--- config.mk ---
export PLATFORM = sky130hd
export DESIGN_NAME = dsp_mem_arbiter
export DESIGN_NICKNAME = d
export VERILOG_FILES = /design/src/rtl/dsp_mem_arbiter_pkg.sv /design/src/rtl/dsp_mem_arbiter_rr_arb2.sv /design/src/rtl/dsp_mem_arbiter.sv
export SDC_FILE = /design/constraint.sdc
export NUM_CORES = 1
export LEC_CHECK = 0
export BUFFER_PORTS_ARGS = -buffer_cell sky130_fd_sc_hd__clkbuf_2
export CAP_MARGIN = 20
export CORE_UTILIZATION = 50
export CTS_CLUSTER_SIZE = 14
export DETAILED_ROUTE_END_ITERATION = 6
export PLACE_DENSITY = 0.86
export SETUP_SLACK_MARGIN = 0.3
export SYNTH_ARGS = -nofsm -noshare
export SYNTH_HDL_FRONTEND = slang
export SYNTH_SLANG_ARGS = --single-unit
--- constraint.sdc ---
create_clock -name clk -period 4.5 [get_ports clk]
set_clock_uncertainty 0.2 [all_clocks]
set_input_delay 0.45 -clock clk [delete_from_list [all_inputs] [get_ports clk]]
set_output_delay 0.45 -clock clk [all_outputs]
set_load 0.02 [all_outputs]
--- src/rtl/dsp_mem_arbiter_pkg.sv ---
`default_nettype none
// ============================================================================
// Module   : dsp_mem_arbiter_pkg
// Purpose  : Shared constants for the DSP data-memory arbiter: memory address
//            and data word widths, requester IDs and bank-select values.
// Ports    : none (package)
// Revision : 1.0 - initial release
// ============================================================================
package dsp_mem_arbiter_pkg;

  // Full memory address width (MSB selects the bank) and data word width.
  localparam int C_MEM_ADDR_LEN = 8;
  localparam int C_REG_WORD_LEN = 16;

  // Requester IDs; also the bit positions inside per-bank req/gnt vectors.
  localparam logic C_ARB_CORE = 1'b0;
  localparam logic C_ARB_SAMP = 1'b1;

  // Bank-select values carried in the address MSB.
  localparam logic C_BANK1 = 1'b0;
  localparam logic C_BANK2 = 1'b1;

endpackage : dsp_mem_arbiter_pkg
`default_nettype wire

--- src/rtl/dsp_mem_arbiter_rr_arb2.sv ---
`default_nettype none
// ============================================================================
// Module   : dsp_mem_rr_arb2
// Purpose  : Two-way round-robin arbiter for one memory bank. The pointer
//            names the favoured requester on a contested cycle and then moves
//            to that cycle's loser.
// Ports    : clk       - system clock
//            rst       - asynchronous active-high reset
//            req[1:0]  - requests, bit 0 = core, bit 1 = sample port
//            gnt[1:0]  - one-hot (or zero) grants, same bit order as req
//            contested - both requesters target this bank this cycle
// Revision : 1.0 - initial release
// ============================================================================
module dsp_mem_rr_arb2
  import dsp_mem_arbiter_pkg::*;
(
  input  logic       clk,
  input  logic       rst,
  input  logic [1:0] req,
  output logic [1:0] gnt,
  output logic       contested
);

  logic r_ptr;

  always_comb begin
    gnt       = 2'b00;
    contested = 1'b0;
    if (!rst) begin
      contested = req[C_ARB_CORE] & req[C_ARB_SAMP];
      if (contested) begin
        gnt[r_ptr] = 1'b1;
      end else begin
        gnt = req;
      end
    end
  end

  // Winner was r_ptr, so inverting it points at the loser.
  always_ff @(posedge clk or posedge rst) begin
    if (rst) begin
      r_ptr <= C_ARB_CORE;
    end else if (contested) begin
      r_ptr <= ~r_ptr;
    end
  end

endmodule : dsp_mem_rr_arb2
`default_nettype wire

--- src/rtl/dsp_mem_arbiter.sv ---
`default_nettype none
// ============================================================================
// Module   : dsp_mem_arbiter
// Purpose  : Two-requester (core, sample-ingest), two-bank arbiter for the DSP
//            data memory. Address MSB selects the bank; different-bank
//            requests are served together, same-bank conflicts round-robin.
//            Reads return one cycle later, routed to the winning requester.
// Ports    : clk, rst                          - clock, async active-high reset
//            c_valid/c_ready/c_we/c_addr/c_wdata - core request channel
//            c_rvalid/c_rdata                  - core read response
//            s_*                               - sample-ingest port, same shape
//            b1_en/b1_we/b1_addr/b1_wdata/b1_rdata - bank 1 (address MSB = 0)
//            b2_*                              - bank 2 (address MSB = 1)
//            conflict_cnt                      - saturating same-bank conflicts
// Revision : 1.0 - initial release
// ============================================================================
module dsp_mem_arbiter
  import dsp_mem_arbiter_pkg::*;
#(
  parameter int ADDR_W = C_MEM_ADDR_LEN,
  parameter int DATA_W = C_REG_WORD_LEN,
  parameter int CNT_W  = 16
) (
  input  logic              clk,
  input  logic              rst,
  input  logic              c_valid,
  output logic              c_ready,
  input  logic              c_we,
  input  logic [ADDR_W-1:0] c_addr,
  input  logic [DATA_W-1:0] c_wdata,
  output logic              c_rvalid,
  output logic [DATA_W-1:0] c_rdata,
  input  logic              s_valid,
  output logic              s_ready,
  input  logic              s_we,
  input  logic [ADDR_W-1:0] s_addr,
  input  logic [DATA_W-1:0] s_wdata,
  output logic              s_rvalid,
  output logic [DATA_W-1:0] s_rdata,
  output logic              b1_en,
  output logic              b1_we,
  output logic [ADDR_W-2:0] b1_addr,
  output logic [DATA_W-1:0] b1_wdata,
  input  logic [DATA_W-1:0] b1_rdata,
  output logic              b2_en,
  output logic              b2_we,
  output logic [ADDR_W-2:0] b2_addr,
  output logic [DATA_W-1:0] b2_wdata,
  input  logic [DATA_W-1:0] b2_rdata,
  output logic [CNT_W-1:0]  conflict_cnt
);

  logic [1:0]        w_req       [2];
  logic [1:0]        w_gnt       [2];
  logic [1:0]        w_contested;
  logic              w_en        [2];
  logic              w_we        [2];
  logic [ADDR_W-2:0] w_addr      [2];
  logic [DATA_W-1:0] w_wdata     [2];

  generate
    for (genvar b = 0; b < 2; b++) begin : g_bank
      localparam logic BANK_SEL = 1'(b);

      logic              w_sel_samp;
      logic [ADDR_W-2:0] w_addr_mux;
      logic [DATA_W-1:0] w_wdata_mux;
      logic [ADDR_W-2:0] r_addr_hold;
      logic [DATA_W-1:0] r_wdata_hold;

      assign w_req[b][C_ARB_CORE] = c_valid & (c_addr[ADDR_W-1] == BANK_SEL);
      assign w_req[b][C_ARB_SAMP] = s_valid & (s_addr[ADDR_W-1] == BANK_SEL);

      dsp_mem_rr_arb2 u_rr (
        .clk       (clk),
        .rst       (rst),
        .req       (w_req[b]),
        .gnt       (w_gnt[b]),
        .contested (w_contested[b])
      );

      assign w_sel_samp  = w_gnt[b][C_ARB_SAMP];
      assign w_en[b]     = |w_gnt[b];
      assign w_we[b]     = w_en[b] & (w_sel_samp ? s_we : c_we);
      assign w_addr_mux  = w_sel_samp ? s_addr[ADDR_W-2:0] : c_addr[ADDR_W-2:0];
      assign w_wdata_mux = w_sel_samp ? s_wdata : c_wdata;

      // Idle banks keep the last address/data so the bank pins do not toggle.
      always_ff @(posedge clk or posedge rst) begin
        if (rst) begin
          r_addr_hold  <= '0;
          r_wdata_hold <= '0;
        end else if (w_en[b]) begin
          r_addr_hold  <= w_addr_mux;
          r_wdata_hold <= w_wdata_mux;
        end
      end

      assign w_addr[b]  = w_en[b] ? w_addr_mux  : r_addr_hold;
      assign w_wdata[b] = w_en[b] ? w_wdata_mux : r_wdata_hold;
    end
  endgenerate

  assign b1_en    = w_en[C_BANK1];
  assign b1_we    = w_we[C_BANK1];
  assign b1_addr  = w_addr[C_BANK1];
  assign b1_wdata = w_wdata[C_BANK1];
  assign b2_en    = w_en[C_BANK2];
  assign b2_we    = w_we[C_BANK2];
  assign b2_addr  = w_addr[C_BANK2];
  assign b2_wdata = w_wdata[C_BANK2];

  // Grants are already qualified by valid and reset inside the arbiters.
  assign c_ready = w_gnt[C_BANK1][C_ARB_CORE] | w_gnt[C_BANK2][C_ARB_CORE];
  assign s_ready = w_gnt[C_BANK1][C_ARB_SAMP] | w_gnt[C_BANK2][C_ARB_SAMP];

  // Response routing: remember which bank each granted read went to so the
  // bank's registered read data can be steered back one cycle later.
  logic r_c_rvalid;
  logic r_c_bank;
  logic r_s_rvalid;
  logic r_s_bank;

  always_ff @(posedge clk or posedge rst) begin
    if (rst) begin
      r_c_rvalid <= 1'b0;
      r_c_bank   <= C_BANK1;
      r_s_rvalid <= 1'b0;
      r_s_bank   <= C_BANK1;
    end else begin
      r_c_rvalid <= c_ready & ~c_we;
      r_c_bank   <= c_addr[ADDR_W-1];
      r_s_rvalid <= s_ready & ~s_we;
      r_s_bank   <= s_addr[ADDR_W-1];
    end
  end

  assign c_rvalid = r_c_rvalid;
  assign s_rvalid = r_s_rvalid;
  assign c_rdata  = !r_c_rvalid ? '0 : (r_c_bank == C_BANK2) ? b2_rdata : b1_rdata;
  assign s_rdata  = !r_s_rvalid ? '0 : (r_s_bank == C_BANK2) ? b2_rdata : b1_rdata;

  // One increment per conflicting cycle, whichever bank(s) saw it.
  logic [CNT_W-1:0] r_conflict_cnt;

  always_ff @(posedge clk or posedge rst) begin
    if (rst) begin
      r_conflict_cnt <= '0;
    end else if ((|w_contested) && (r_conflict_cnt != {CNT_W{1'b1}})) begin
      r_conflict_cnt <= r_conflict_cnt + CNT_W'(1);
    end
  end

  assign conflict_cnt = r_conflict_cnt;

endmodule : dsp_mem_arbiter
`default_nettype wire

==> results of run 1 <==
## area by class of cell
class | count | area [um2]
Fill cell | 577 | 2320
Multi-Input combinational cell | 264 | 1940
Sequential cell | 68 | 1700
Timing Repair Buffer | 192 | 973
Clock buffer | 10 | 128
Tap cell | 99 | 124
Clock inverter | 6 | 88.8
Inverter | 2 | 7.51
## logic make-up (layout without fill, tap and decap cells)
kind of cell    count (synthesis)  count (layout)
simple gates                  143             143
compound gates                 70              70
flops                          68              68
mux                            42              42
buf+inv                        26             210
xor+xnor                        8               8
fa+ha+maj                       1               1
## cells in the final DEF, fill, tap and decap left out, types with 6 or more instances in the layout
cell and n:
dfrtp_1 68, a21oi_1 7, nor2_1 14, clkbuf_8 9, mux2i_1 38, a221o_1 34, a31oi_1 13, nor2b_1 72
and3_1 9, clkbuf_2 187, nand3_1 6, nand2_1 20
## worst max path at each step
stage                         start      endpoint  slack, ns  depth (start not counted)
after detailed placement  s_addr[7]  b2_wdata[13]       1.49                          7
after global placement          rst   b2_wdata[0]       1.61                          6
after CTS                 c_addr[7]  b2_wdata[13]       1.47                          7
after global routing            rst    b2_addr[6]       1.36                          6
final                     c_addr[7]  b2_wdata[13]       1.49                          7
after floorplan                 rst       c_ready       1.50                          2
## flip-flops by register name, indices dropped and copies added, names as in the netlist
name,cells
g_bank.r_wdata_hold,32
conflict_cnt,16
g_bank.r_addr_hold,14
g_bank.u_rr.r_ptr,2
c_rvalid,1
r_c_bank,1
r_s_bank,1
s_rvalid,1
## report_power, final
part,total (W),switching (W),internal [W]
clock network,0.000554,0.000242,0.000312
registers,0.000778,0.0000660,0.000712
logic,0.000570,0.000341,0.000229
## per-layer routing
layer | track usage, % | share of wire [%]
met5 | 0 | 0
met4 | 9.38 | 1.2
met3 | 7.11 | 8.5
met2 | 43.7 | 49
met1 | 31.1 | 41
## metrics by stage
stage                     utilization, %  cell area (um2)
final                               68.1             4970
after floorplan                        -             3780
after global routing                68.1             4970
after CTS                           68.1             4970
after global placement              65.2             4750
after detailed placement            65.2             4750
## worst max-delay path, cell delays in order
cell and delay, ns:
clkbuf_2 0.18, nand2_1 0.16, a21oi_2 0.14, buf_4 0.32
and2_1 0.61, a221o_1 0.30, clkbuf_2 0.18
==> qor.yml, run 1 <==
status:
  status: "finished, final reports clean"
synth:
  synth_most_common_cell: "nor2b_1"
  muxShareOfSynthArea_pct: 11.2
  synth_edf_count: 0
  synth_top_area_share_pct: 45.0
  synth_cell_types: 45
  synth_xor_xnor_area_share_pct: 2.05
  synth_ff_type: "dfrtp_1"
  ys_warn_count: 0
  synth_top_family_by_area: "simple AND/OR/NAND/NOR gates"
  async_flop_share_pct: 100
  synth_top_area_cell: "dfrtp_1"
  synthAdderAreaFrac_pct: 0.331
  syn_avg_cell_area_um2: 10.6
  synth_compound_area_share_pct: 15.5
  yosys.area_share.simple_pct: 22.1
  synth_fp_nets: 445
  synth_commonest_cells: "nor2b_1 (72), dfrtp_1 (68), mux2i_1 (38)"
  synthCells: 358
  synth.area.top_cells: "dfrtp_1 (45%), nor2b_1 (12%), mux2i_1 (10%)"
  synth_seq_cells: 68
  yosysSeqAreaShare_pct: 45.0
  synth_area_um2: 3780
setup_path:
  critPathArrivalTime_ns: 2.36
  r2r-start: "conflict_cnt[4]"
  crit_required_ns: 3.85
  cp-start-kind: "input port"
  critical_path_class: "input port to output pin"
  reg2reg_slack_ns: 2.42
  ff2ff_path_depth: 4
  r2r_end: "conflict_cnt[15]"
  worstPathMaxFanout: 33
  endpoint_kind: "output pin"
die:
  io_pins: 188
  core_um2: 7290
  fp-row-count: 31
  fp.dieH_um: 89.0
  dieArea_um2: 7920
  die_w_um: 89.0
  initial_core_util_pct: 51.9
timing:
  hold_viol: 0
  slew_viol_final: 0
  min_period_ns: 3.01
  finalWorstSetupSlack_ns: 1.49
  slew-limit-headroom_pct: 41.0
  max_freq_ghz: 0.332
  worst_pin_slew_ns: 0.886
  grt_setup_unrepaired: "no"
  setup_tns_ns: 0
  setup_violations: 0
  fin_crit_sh_pct: 66.9
  worst_hold_slack_ns: 0.0935
detailed_routing:
  firstDrtPassIters: 4
  drt_wl_total_um: 10300
  drtIter0Drc: 174
  routedWlPerCell_um: 16.1
  ant_nets: 0
  drc: 0
  viasPerCell: 5.55
  vias: 3556
clocking:
  cts_tree: "yes"
  cts_buffer_depth: 2
  postCtsSetupBuffers: 0
  clk_pin_slew_ns: 0.07
  h-tree-depth: 3
  clock_sinks: 68
  postCtsResizedCells: 0
  numCtsBuffers: 9
  worstSkewPairLatency_ns: 0.34
  cts-root-buf: "clkbuf_8"
  ctsHoldBuffers: 0
hold_path:
  min_path_cells: 2
  hold_path_class: "input port to register"
  worstHoldEndpoint: "s_rvalid"
  min_from: "s_we"
final_layout:
  area_delta_synth_final_pct: 31.2
  nNetsFinal: 624
  antenna_cells: 0
  layout-drive-gt1-share_pct: 40.2
  fin_cells: 641
grt:
  grt_use_total_pct: 25.6
  grt_pass1_vias: 3257
  grt_first_pass_wirelength_um: 15200
  grt_remaining_overflow: 0
  antenna_found_initial: 0
  grt_max_degree: 69
placed_design:
  port_buffers: 187
  dp_hpwl_um: 7370
  dp_cells: 625
  gp_congestion: 0.809
  dp_slack_ns: 1.49
power:
  power.density_nw_per_um2: 383
  finalPower_w: 0.00190
  p_leak_nw: 2.55
  peakVddDrop_mv: 0.292
run:
  maxCapViolCount: 0
(Power assumes the default switching activity.)
==> run 2: changes to the inputs <==
CORE_UTILIZATION = 46   (was 50)
PLACE_DENSITY = 0.8   (was 0.86)
clock period = 3.15 ns   (was 4.5 ns; I/O delays follow)
==> run 2 against run 1 <==
  * Combinational power up 44%
  * Critical path type is now register to output pin
  * Worst hold slack lost 0.073 ns
  * Die area increased by 8.5%
  * Critical endpoint is now b2_addr[0]
  * Non-clock buffer count increased by 3
  * Worst setup slack got worse by 1.1 ns
  * Via count grew 0.51%
  * Routed wire length up 1.5%
==> qor.yml, run 2 (synthesis results as in run 1) <==
status:
  status: "finished, final reports clean"
final_layout:
  nNetsFinal: 627  # +0.48%
  regMostFlops: "g_bank.r_wdata_hold"
  final_cell_mix: "clkbuf_2 (187), nor2b_1 (72), dfrtp_1 (68)"
  area_delta_synth_final_pct: 32.2
  fin_area_um2: 5000  # +0.73%
  final_common_cell: "clkbuf_2"
  largest_register_ffs: 32  # unchanged
  antenna_cells: 0  # unchanged
  fillers: 673  # +17%
  layout-drive-gt1-share_pct: 40.4  # +0.15 points
setup_path:
  cp-start-kind: "register"
  r2r-start: "conflict_cnt[4]"
  reg2reg_slack_ns: 1.04  # -1.38 ns
  crit_required_ns: 2.63  # -1.22 ns
  endpoint_kind: "output pin"
  critical_path_class: "register to output pin"
  ff2ff_path_depth: 4  # unchanged
  r2r_end: "conflict_cnt[10]"
  worstPathMaxFanout: 16  # -52%
  critPathArrivalTime_ns: 2.21  # -0.15 ns
timing:
  worst_pin_slew_ns: 0.873  # -0.0127 ns
  finalWorstSetupSlack_ns: 0.426  # -1.06 ns
  grt_setup_unrepaired: "no"
  setup_violations: 0  # unchanged
  hold_viol: 0  # unchanged
  slew_viol_final: 0  # unchanged
  max_freq_ghz: 0.367
  fin_crit_sh_pct: 86.5
  slew-limit-headroom_pct: 41.8  # +0.85 points
  min_period_ns: 2.72
  setup_tns_ns: 0  # unchanged
grt:
  antenna_found_initial: 0  # unchanged
  grt_max_degree: 69  # unchanged
  grt_pass1_vias: 3438  # +5.6%
  grt_use_total_pct: 24.4  # -1.2 points
  grt_remaining_overflow: 0  # unchanged
  grt_first_pass_wirelength_um: 16300  # +7.4%
clocking:
  clock_sinks: 68  # unchanged
  worstSkewPairLatency_ns: 0.33  # about the same
  numCtsBuffers: 9  # unchanged
  cts_buffer_depth: 2  # unchanged
  cts-root-buf: "clkbuf_8"
  cts_tree: "yes"
  h-tree-depth: 3  # unchanged
  clk_pin_slew_ns: 0.07  # about the same
power:
  peakVddDrop_mv: 0.310  # +6.3%
  power.density_nw_per_um2: 542  # +42%
  p_leak_nw: 2.57  # +0.90%
die:
  initial_core_util_pct: 48.2  # -3.7 points
  core_um2: 7850  # +7.6%
  io_pins: 188  # unchanged
  die_w_um: 92.7  # +4.2%
  dieArea_um2: 8600  # +8.5%
  fp-row-count: 32  # +3.2%
  fp.dieH_um: 92.7  # +4.2%
detailed_routing:
  ant_nets: 0  # unchanged
  firstDrtPassIters: 4  # unchanged
  drt_wl_total_um: 10500  # +1.5%
  vias: 3574  # +0.51%
  drtIter0Drc: 129  # -26%
  viasPerCell: 5.52  # -0.43%
  routedWlPerCell_um: 16.2  # +0.52%
  drc: 0  # unchanged
placed_design:
  dp_hpwl_um: 7650  # +3.8%
  postPlaceCellArea_um2: 4760  # +0.24%
  dp_slack_ns: 0.533  # -0.954 ns
  gp_congestion: 0.783  # -3.2%
  port_buffers: 187  # unchanged
hold_path:
  min_path_cells: 2  # unchanged
  min_from: "c_we"
  hold_path_class: "input port to register"
  worstHoldEndpoint: "c_rvalid"
run:
  maxCapViolCount: 0  # unchanged
-- run 2: cell count changes in the layout (fill, tap and decap cells not counted), sizes merged --
cell and delta:
buf +1, bufinv -1, clkbuf +3, clkinv -1, clkinvlp -1, dlygate4sd3 +2
-- run 2: where the power goes --
group          internal (W)  switching, W  total [W]  leakage [nW]
logic              0.000329      0.000490   0.000819          1.63
registers           0.00102     0.0000965    0.00111         0.833
clock network      0.000451      0.000330   0.000781         0.112
total               0.00180      0.000916    0.00271          2.57
-- run 2: per-stage QoR --
step | power [W] | utilization, % | instances | hold WS (ns)
after detailed placement | 0.00194 | 60.7 | 629 | 0.287
after global routing | 0.00286 | 63.8 | 647 | 0.0232
after floorplan | 0.00165 | - | 358 | 0.146
final | 0.00271 | 63.8 | 647 | 0.0206
after global placement | 0.00193 | 60.7 | 629 | 0.290
after CTS | 0.00274 | 63.8 | 647 | 0.0206
-- run 2: how the worst max path moves through the flow --
stage / startpoint / end / slack, ns
6_report: g_bank[1].u_rr.r_ptr / b2_addr[0] / 0.43
5_1_grt: g_bank[1].u_rr.r_ptr / b2_wdata[10] / 0.31
4_1_cts: g_bank[1].u_rr.r_ptr / b2_wdata[13] / 0.39
3_5_place_dp: c_addr[7] / b2_wdata[3] / 0.53
3_3_place_gp: c_addr[7] / b2_wdata[4] / 0.60
2_1_floorplan: rst / c_ready / 0.42
-- run 2: area by class of cell --
cell class                 instances  area [um2]  share of cell area, %
clock buffer                      13         179                   3.58
clock inverter                     3        42.5                  0.850
inverter                           2        7.51                  0.150
multi-input combinational        264        1940                   38.9
sequential                        68        1700                   34.0
tap                              102         128                   2.55
timing repair buffer             195        1000                   20.0
-- run 2: timing repair --
| item | in CTS | in global routing |
|---|---|---|
| hold buffers | 2 | 0 |
| buffers inserted | 0 | 0 |
| gates resized for setup | 0 | 0 |
| endpoints found under the hold margin | 2 | 0 |
-- run 2: worst max-delay path, cell delays in order (launching register included) --
cell and delay [ns]:
dfrtp_1 0.44, o211ai_4 0.34, and2_1 0.63, a221o_1 0.29, clkbuf_2 0.18
-- run 2: per-layer routing --
layer	up-vias	global-route usage [%]	part of all wire, %
met5	-	0	0
met4	0	7.18	1.2
met3	11	7.47	10
met2	194	43.0	49
met1	1697	28.4	40
li1	1672	-	-
==> run 3: changes to the inputs <==
--- a/constraint.sdc
+++ b/constraint.sdc
@@ -4,2 +4,2 @@
 set_output_delay 0.315 -clock clk [all_outputs]
-set_load 0.02 [all_outputs]
+set_load 0.01 [all_outputs]
==> run 3 against run 2 <==
  * Die area unchanged
  * Register-to-register slack better by 0.07 ns
  * Non-clock buffer count unchanged
  * Routed wire length down 1.8%
  * Combinational power down 15%
  * Critical path type unchanged
  * Clock-buffer cell count down 2
  * Total power down 7.9%
  * Sequential power about the same
  * Final cell count down 0.15%
==> qor.yml, run 3 (synthesis results as in run 1) <==
final_layout:
  final_common_cell: "clkbuf_2"
  nNetsFinal: 627  # unchanged
  final_cell_mix: "clkbuf_2 (187), nor2b_1 (72), dfrtp_1 (68)"
  regMostFlops: "g_bank.r_wdata_hold"
  largest_register_ffs: 32  # unchanged
  antenna_cells: 0  # unchanged
  layout-drive-gt1-share_pct: 40.1  # -0.29 points
  area_delta_synth_final_pct: 31.1
  final_util_pct: 63.2  # -0.53 points
power:
  combinationalPowerShare_pct: 28.0  # -2.2 points
  clockPowerShare_pct: 27.4  # -1.4 points
  seq_power_share_pct: 44.6  # +3.5 points
  switching_power_w: 0.000791  # -14%
  power.density_nw_per_um2: 504  # -7.1%
  peakVddDrop_mv: 0.378  # +22%
  switching_share_pct: 31.6  # -2.1 points
  p_int_w: 0.00171  # -4.9%
  p_leak_nw: 2.55  # -0.83%
timing:
  setup_violations: 0  # unchanged
  slew_viol_final: 0  # unchanged
  slew-limit-headroom_pct: 41.2  # -0.57 points
  worst_pin_slew_ns: 0.882  # +0.00858 ns
  grt_setup_unrepaired: "no"
  setup_tns_ns: 0  # unchanged
  hold_viol: 0  # unchanged
  min_period_ns: 2.69  # -0.0360 ns
  max_freq_ghz: 0.372  # +1.3%
  fin_crit_sh_pct: 85.3  # -1.1 points
  finalWorstSetupSlack_ns: 0.462  # +0.0360 ns
  worst_hold_slack_ns: 0.0174  # -0.00319 ns
placed_design:
  gp_congestion: 0.776  # -0.86%
  port_buffers: 187  # unchanged
  dp_hpwl_um: 7560  # -1.2%
  dp_slack_ns: 0.537  # +0.00365 ns
clocking:
  cts_tree: "yes"
  ctsHoldBuffers: 1  # -1
  clk_pin_slew_ns: 0.07  # about the same
  h-tree-depth: 3  # unchanged
  cts-root-buf: "clkbuf_8"
  postCtsSetupBuffers: 0  # unchanged
  worstSkewPairLatency_ns: 0.34  # about the same
  numCtsBuffers: 9  # unchanged
  cts_buffer_depth: 2  # unchanged
  postCtsResizedCells: 0  # unchanged
  clock_sinks: 68  # unchanged
detailed_routing:
  routedWlPerCell_um: 15.9  # -1.7%
  firstDrtPassIters: 5  # +1
  drc: 0  # unchanged
  vias: 3549  # -0.70%
  ant_nets: 0  # unchanged
  drtIter0Drc: 158  # +22%
  viasPerCell: 5.49  # -0.55%
  drt_wl_total_um: 10300  # -1.8%
setup_path:
  critical_path_class: "register to output pin"
  worstPathMaxFanout: 16  # unchanged
  critPathArrivalTime_ns: 2.17  # -0.04 ns
  cp-start-kind: "register"
  crit_required_ns: 2.63  # about the same
  endpoint_kind: "output pin"
die:
  io_pins: 188  # unchanged
  die_w_um: 92.7  # unchanged
  dieArea_um2: 8600  # unchanged
  fp-row-count: 32  # unchanged
  initial_core_util_pct: 48.2  # unchanged
  fp.dieH_um: 92.7  # unchanged
  core_um2: 7850  # unchanged
run:
  maxCapViolCount: 0  # unchanged
grt:
  grt_use_total_pct: 24.4  # +0.062 points
  grt_remaining_overflow: 0  # unchanged
  antenna_found_initial: 0  # unchanged
  grt_pass1_vias: 3366  # -2.1%
  grt_first_pass_wirelength_um: 16300  # +0.13%
  grt_max_degree: 69  # unchanged
hold_path:
  hold_path_class: "input port to register"
status:
  status: "finished, final reports clean"
-- run 3: cell count changes in the layout (fill, tap and decap cells not counted) --
cell / before / now
buf_4: 6 / 7
clkbuf_8: 13 / 9
clkbuf_1: 0 / 2
clkinv_4: 0 / 1
dlygate4sd3_1: 2 / 1
-- run 3: worst paths after layout --
kind / slack (ns) / cells after the start / startpoint / to
min reg2reg: 0.30 / 1 / g_bank[0].u_rr.r_ptr / g_bank[0].u_rr.r_ptr
min: 0.02 / 1 / c_addr[7] / r_c_bank
max: 0.46 / 4 / g_bank[1].u_rr.r_ptr / b2_addr[0]
min in group asynchronous: 0.11 / 3 / rst / g_bank[0].r_addr_hold[1]
max reg2reg: 1.11 / 4 / conflict_cnt[4] / conflict_cnt[15]
max in group asynchronous: 2.09 / 3 / rst / g_bank[1].r_wdata_hold[9]
-- run 3: layout make-up --
type | instances | area (um2)
clock buffers | 11 | 131
clock inverters | 4 | 51.3
fillers | 675 | 2890
inverters | 2 | 7.51
multi-input cells | 264 | 1940
flip-flops and latches | 68 | 1700
well taps | 102 | 128
repair buffers | 195 | 998
-- run 3: per-stage QoR --
step	cell area (um2)	power, W	instances
after floorplan	3780	0.00153	358
after global placement	4770	0.00181	630
after detailed placement	4770	0.00183	630
after CTS	4960	0.00251	646
after global routing	4960	0.00263	646
final	4960	0.00250	646
-- run 3: per-layer routing --
| layer | track usage, % | wire (um) | vias up |
|---|---|---|---|
| met5 | 0 | 0 | - |
| met4 | 7.95 | 131 | 0 |
| met3 | 7.47 | 1020 | 9 |
| met2 | 43.0 | 5030 | 183 |
| met1 | 28.2 | 4120 | 1683 |
| li1 | - | - | 1674 |
-- run 3: power by group through the flow --
stage | Combinational (W) | Clock [W] | Sequential, W
floorplan | 0.000426 | 0 | 0.00110
global placement | 0.000686 | 0 | 0.00112
detailed placement | 0.000698 | 0 | 0.00113
CTS | 0.000705 | 0.000693 | 0.00111
global route | 0.000768 | 0.000731 | 0.00113
finish | 0.000700 | 0.000684 | 0.00112
-- run 3: critical path, cell delays in order, from the launching register on --
cell and delay (ns):
dfrtp_1 0.44, o211ai_4 0.33, and2_1 0.63, a221o_1 0.30, clkbuf_2 0.14
